[src/rtl/server_rx_monitor.sv]
`default_nettype none
// ============================================================================
// Module   : server_rx_monitor
// Purpose  : RX-side checker for the server test-traffic generator. Parses
//            header / timestamp / payload beats, validates each frame,
//            measures one-way latency and keeps per-port statistics.
// Revision : 1.0 - initial release
// ============================================================================
module server_rx_monitor #(
  parameter logic [47:0] P_MY_PORT_MAC = 48'h8D_BC_5C_4A_00_01,
  parameter logic [15:0] P_ETHERTYPE   = 16'h0800,
  parameter int unsigned P_PKT_LEN     = 128
) (
  input  logic        i_clk,
  input  logic        i_rst,
  input  logic        i_stat_rx_status,
  input  logic [63:0] i_time_stamp,
  input  logic        i_clear_stats,
  input  logic        rx_axis_tvalid,
  input  logic [63:0] rx_axis_tdata,
  input  logic        rx_axis_tlast,
  input  logic [7:0]  rx_axis_tkeep,
  input  logic        rx_axis_tuser,
  output logic        rx_axis_tready,
  output logic        o_res_valid,
  output logic [47:0] o_res_src_mac,
  output logic [31:0] o_res_latency,
  output logic [3:0]  o_res_err,
  output logic [31:0] o_good_cnt,
  output logic [31:0] o_err_cnt,
  output logic [31:0] o_lat_min,
  output logic [31:0] o_lat_max
);

  localparam logic [15:0] LAST_IDX = 16'(P_PKT_LEN - 1);

  typedef enum logic [2:0] {
    S_HDR0    = 3'd0,
    S_HDR1    = 3'd1,
    S_TS      = 3'd2,
    S_PAYLOAD = 3'd3,
    S_DROP    = 3'd4
  } state_t;

  state_t      state, state_nxt;
  logic [15:0] beat_cnt, beat_cnt_nxt;
  logic [3:0]  err_q, err_cur;
  logic [47:0] src_q, src_nxt;
  logic [31:0] lat_q, lat_nxt;
  logic [63:0] ts_diff;
  logic        report;
  logic [31:0] good_cnt, err_cnt, lat_min, lat_max;

  assign rx_axis_tready = 1'b1;
  assign o_good_cnt     = good_cnt;
  assign o_err_cnt      = err_cnt;
  assign o_lat_min      = lat_min;
  assign o_lat_max      = lat_max;

  // Next-state logic: parse the accepted beat, accumulate sticky errors and
  // decide when the frame is reported. err_cur/src_nxt/lat_nxt already include
  // the current beat so a report can use them directly.
  always_comb begin
    state_nxt    = state;
    beat_cnt_nxt = beat_cnt;
    err_cur      = err_q;
    src_nxt      = src_q;
    lat_nxt      = lat_q;
    report       = 1'b0;
    ts_diff      = i_time_stamp - rx_axis_tdata;

    if (!i_stat_rx_status) begin
      // Link down: drop any partial frame silently.
      state_nxt    = S_HDR0;
      beat_cnt_nxt = 16'd0;
    end else if (rx_axis_tvalid) begin
      // Errors are sticky inside a frame; beat 0 starts from a clean slate.
      err_cur      = (state == S_HDR0) ? 4'b0000 : err_q;
      beat_cnt_nxt = beat_cnt + 16'd1;
      if (rx_axis_tuser || (rx_axis_tkeep != 8'hFF)) err_cur[3] = 1'b1;

      case (state)
        S_HDR0: begin
          src_nxt   = {rx_axis_tdata[15:0], 32'h0};
          lat_nxt   = 32'h0;
          if (rx_axis_tdata[63:16] != P_MY_PORT_MAC) err_cur[0] = 1'b1;
          state_nxt = S_HDR1;
        end
        S_HDR1: begin
          src_nxt[31:0] = rx_axis_tdata[63:32];
          if (rx_axis_tdata[31:16] != P_ETHERTYPE) err_cur[1] = 1'b1;
          state_nxt = S_TS;
        end
        S_TS: begin
          lat_nxt   = (ts_diff[63:32] != 32'h0) ? 32'hFFFF_FFFF : ts_diff[31:0];
          state_nxt = S_PAYLOAD;
        end
        S_PAYLOAD: state_nxt = S_PAYLOAD;
        S_DROP:    beat_cnt_nxt = beat_cnt;
        default:   state_nxt = S_HDR0;
      endcase

      if (state == S_DROP) begin
        if (rx_axis_tlast) begin
          report       = 1'b1;
          state_nxt    = S_HDR0;
          beat_cnt_nxt = 16'd0;
        end
      end else if (rx_axis_tlast) begin
        if (beat_cnt != LAST_IDX) err_cur[2] = 1'b1;
        report       = 1'b1;
        state_nxt    = S_HDR0;
        beat_cnt_nxt = 16'd0;
      end else if (beat_cnt == LAST_IDX) begin
        // Frame overran its length: flag it and swallow beats until tlast.
        err_cur[2] = 1'b1;
        state_nxt  = S_DROP;
      end
    end
  end

  // Frame-parsing state register.
  always_ff @(posedge i_clk) begin
    if (i_rst) begin
      state    <= S_HDR0;
      beat_cnt <= 16'd0;
      err_q    <= 4'b0000;
      src_q    <= 48'h0;
      lat_q    <= 32'h0;
    end else begin
      state    <= state_nxt;
      beat_cnt <= beat_cnt_nxt;
      err_q    <= err_cur;
      src_q    <= src_nxt;
      lat_q    <= lat_nxt;
    end
  end

  // Per-frame result registers; hold until the next report.
  always_ff @(posedge i_clk) begin
    if (i_rst) begin
      o_res_valid   <= 1'b0;
      o_res_src_mac <= 48'h0;
      o_res_latency <= 32'h0;
      o_res_err     <= 4'b0000;
    end else begin
      o_res_valid <= report;
      if (report) begin
        o_res_src_mac <= src_nxt;
        o_res_latency <= lat_nxt;
        o_res_err     <= err_cur;
      end
    end
  end

  // Statistics: update alongside o_res_valid; a clear overrides the report.
  always_ff @(posedge i_clk) begin
    if (i_rst || i_clear_stats) begin
      good_cnt <= 32'h0;
      err_cnt  <= 32'h0;
      lat_min  <= 32'hFFFF_FFFF;
      lat_max  <= 32'h0;
    end else if (report) begin
      if (err_cur == 4'b0000) begin
        if (good_cnt != 32'hFFFF_FFFF) good_cnt <= good_cnt + 32'd1;
        if (lat_nxt < lat_min) lat_min <= lat_nxt;
        if (lat_nxt > lat_max) lat_max <= lat_nxt;
      end else if (err_cnt != 32'hFFFF_FFFF) begin
        err_cnt <= err_cnt + 32'd1;
      end
    end
  end

endmodule
`default_nettype wire
[config.mk]
export PLATFORM = sky130hd
export DESIGN_NAME = server_rx_monitor
export DESIGN_NICKNAME = d
export VERILOG_FILES = /design/src/rtl/server_rx_monitor.sv
export SDC_FILE = /design/constraint.sdc
export NUM_CORES = 1
export LEC_CHECK = 0
export BUFFER_PORTS_ARGS = -buffer_cell sky130_fd_sc_hd__buf_2
export CAP_MARGIN = 10
export CORE_MARGIN = 1.5
export CORE_UTILIZATION = 35
export DETAILED_ROUTE_END_ITERATION = 12
export SYNTH_ARGS = -nofsm -noshare
export SYNTH_HDL_FRONTEND = slang
export SYNTH_SLANG_ARGS = --single-unit
[constraint.sdc]
create_clock -name i_clk -period 17.9 [get_ports i_clk]
set_input_delay 5.37 -clock i_clk [delete_from_list [all_inputs] [get_ports i_clk]]
set_output_delay 5.37 -clock i_clk [all_outputs]
set_load 0.1 [all_outputs]
==> flow_metrics.env <==
export IMPL_status="finished clean"
export IMPL_arrival_ps=13140
export IMPL_drive_gt1_frac=0.179
export IMPL_htreeDepth=2
export IMPL_peakVddDrop_uv=71.7
export IMPL_area_growth_pct=17.2
export IMPL_vias_per_cell=5.65
export IMPL_routed_wl_um=78900
export IMPL_yosys_area_top_type_share=0.316
export IMPL_ys_ff_latch=316
export IMPL_power_density_mw_per_mm2=84.8
export IMPL_synthCells=2546
export IMPL_synth_edff_count=0
export IMPL_place_congestion=0.998
export IMPL_max_cap_violations=0
export IMPL_endpoint_kind="flop"
export IMPL_dr_pass1_iters=8
export IMPL_ant_nets=0
export IMPL_p_leak_nw=10.3
export IMPL_fin_total_pwr_mw=1.99
export IMPL_post_route_drc_count=0
export IMPL_die_w_um=242
export IMPL_clock_sinks=316
export IMPL_seqPwrFrac=0.366
export IMPL_cp_required_ps=18340
export IMPL_comb_power_share=0.244
export IMPL_clockPowerShare=0.390
export IMPL_grt_max_degree=97
export IMPL_worstHoldStart="o_res_latency[31]"
export IMPL_worstSetupStartpointType="primary input"
export IMPL_rows=87
export IMPL_finalMaxSlewViolations=0
export IMPL_clkLatencyLatePin_ps=580
export IMPL_synth_async_reset_ratio=0
export IMPL_io_buffer_count=355
export IMPL_cts_path_max_buffers=3
export IMPL_busiest_layer="met2"
export IMPL_use_met3=0.0449
export IMPL_slowest_stage="or3_2"
export IMPL_fin_crit_ps=12700
export IMPL_crit_path_max_incr_delay_ps=920
export IMPL_ctsRootBufferMaster="clkbuf_16"
export IMPL_p_switching_mw=0.687
export IMPL_synthFlopType="dfxtp_1"
export IMPL_hold_path_end="o_res_latency[31]"
export IMPL_rsz0062_at_grt="no"
export IMPL_grt_use_met2=0.418
export IMPL_vias=20280
export IMPL_cpMostUsedCell="a21o_1"
export IMPL_grt_pass1_vias=19383
export IMPL_r2r_start="state[0]"
export IMPL_final_nets=3082
export IMPL_max_slew_worst_pin_slew_ps=1200
export IMPL_routed_wire_length_per_instance_um=22.0
export IMPL_initial_core_util=0.355
export IMPL_syn_num_nets=2819
export IMPL_avgSynthCellArea_um2=7.87
export IMPL_path_class="primary input to flop"
export IMPL_io_pins=357
export IMPL_cp_max_fo=20
export IMPL_cts_resized=0
export IMPL_fin_crit_sh=0.709
export IMPL_die_y_um=242
export IMPL_final_setup_viol_count=0
export IMPL_global_route_usage_met1=0.357
export IMPL_cts_tree="done"
export IMPL_die_area_mm2=0.0587
export IMPL_netlist_top_cells_area="dfxtp_1 32%, ha_1 8.1%, nor2_1 5.6%"
export IMPL_yosysSeqAreaShare=0.316
export IMPL_tns_ps=0
export IMPL_grt_pass1_wl_um=120000
export IMPL_drtIter0Drc=1784
export IMPL_timing_rr_end="o_lat_min[4]"
export IMPL_hold_path_depth=2
export IMPL_slew_limit_headroom=0.198
export IMPL_yosysTopAreaCell="dfxtp_1"
export IMPL_finalHoldViolCount=0
export IMPL_reg2reg_depth=14
export IMPL_clock_fmax_mhz=78.8
export IMPL_dp_final_hpwl_um=61800
export IMPL_grt_usage=0.260
export IMPL_r2r_slack_ps=12260
export IMPL_intPower_mw=1.31
export IMPL_skew_ps=41.4
export IMPL_cts_hold_buffers=0
export IMPL_cts_buffers=37
export IMPL_hp_class="flop to flop"
export IMPL_antenna_found_initial=4
export IMPL_coreArea_mm2=0.0565
export IMPL_overflow=0
export IMPL_syn_area_mm2=0.0200
export IMPL_clk_pin_slew_worst_paths_ps=60
export IMPL_cts_setup_buffers=0
export IMPL_ys_types=90
export IMPL_ys_warnings_count=0
export IMPL_swShare=0.345
-- cell families after synthesis --
family / after synthesis / synth area share
and+or+nand+nor: 982 / 0.257
AOI/OAI and AO/OA: 678 / 0.222
DFF: 316 / 0.316
buffers and inverters: 314 / 0.0673
adders and majority gates: 130 / 0.0815
xor gates and xnor gates: 98 / 0.0428
muxes: 27 / 0.0136
other: 1 / 0.000187
-- power groups by stage --
| stage | Combinational [mW] | Sequential [mW] | Clock (mW) |
|---|---|---|---|
| after floorplan | 0.254 | 0.821 | 0 |
| after global placement | 0.477 | 0.745 | 0 |
| after detailed placement | 0.476 | 0.745 | 0 |
| after CTS | 0.478 | 0.730 | 0.794 |
| after global routing | 0.517 | 0.731 | 0.823 |
| final | 0.487 | 0.730 | 0.776 |
-- placed cells by master (no fill, tap or decap), drive strengths merged, types with 68 or more instances in the layout --
cell	n
nand2	202
a21oi	189
dfxtp	316
a211oi	68
ha	129
nand4	71
buf	374
nor2	302
o21ai	156
inv	165
nor3	73
-- sequential cells by signal, summed over array words and instances, names as in the netlist, 4 cells and up --
signal / cells
o_lat_min: 32
o_err_cnt: 32
o_lat_max: 32
err_q: 4
beat_cnt: 16
o_res_latency: 32
o_res_err: 4
o_good_cnt: 32
lat_q: 32
src_q: 48
o_res_src_mac: 48
-- worst max-delay path, delay by kind of cell --
kind / cells / cell delay [ps]
AO/OA/AOI/OAI: 11 / 3610
XOR/XNOR: 1 / 300
adder cells (fa/ha/maj): 3 / 970
buffers and inverters: 3 / 420
AND/OR/NAND/NOR: 8 / 2420
-- through the flow --
stage / std cells / hold slack [ps] / utilization / setup WS, ps / instance area (µm²)
after floorplan: 2546 / 445 / - / 6500 / 20000
after global placement: 3525 / 443 / 0.393 / 4910 / 22200
after detailed placement: 3525 / 451 / 0.393 / 4850 / 22200
after CTS: 3590 / 459 / 0.415 / 5400 / 23500
after global routing: 3591 / 471 / 0.416 / 4840 / 23500
final: 3592 / 458 / 0.416 / 5200 / 23500
-- layout make-up --
type / instances / area [µm²]
fillers: 5750 / 33000
diodes: 1 / 2.50
clock buffers: 56 / 1140
flip-flops and latches: 316 / 6330
clock inverters: 9 / 96.3
inverters: 164 / 616
multi-input cells: 1916 / 12400
well taps: 756 / 946
repair buffers: 374 / 1940
-- metal layers --
layer / routed length, µm / vias up / share of wire
li1: - / 9582 / -
met1: 35600 / 9719 / 0.45
met2: 35500 / 838 / 0.45
met3: 5740 / 137 / 0.073
met4: 2030 / 4 / 0.026
met5: 24 / - / 0.00030
-- Yosys cell counts (24+ instances only) --
master     number
o21a_1         24
ha_1          129
a21o_1         60
dfxtp_1       316
a2bb2oi_1      24
inv_1         163
and3_1         64
nor3_1         69
clkbuf_1       99
xnor2_1        52
and2_1         32
nand3_1        41
nor4_1         26
nand4_1        70
mux2i_1        25
or3_1          35
nand2_1       202
buf_2          25
xor2_1         46
o211ai_1       34
o21ai_0       135
nand2b_1       60
a21oi_1       174
nor2_1        301
a211oi_1       67
-- worst max-delay path by stage --
| stage | startpoint | end | slack, ps |
|---|---|---|---|
| after floorplan | i_time_stamp[0] | o_lat_max[13] | 6500 |
| after global placement | rx_axis_tdata[33] | o_lat_min[9] | 4910 |
| after detailed placement | i_time_stamp[0] | o_lat_min[7] | 4850 |
| after CTS | i_time_stamp[0] | o_lat_min[8] | 5400 |
| after global routing | rx_axis_tdata[53] | o_lat_min[4] | 4840 |
| final | i_time_stamp[0] | o_lat_min[4] | 5200 |
No activity file was read; power rests on OpenSTA's default activity.
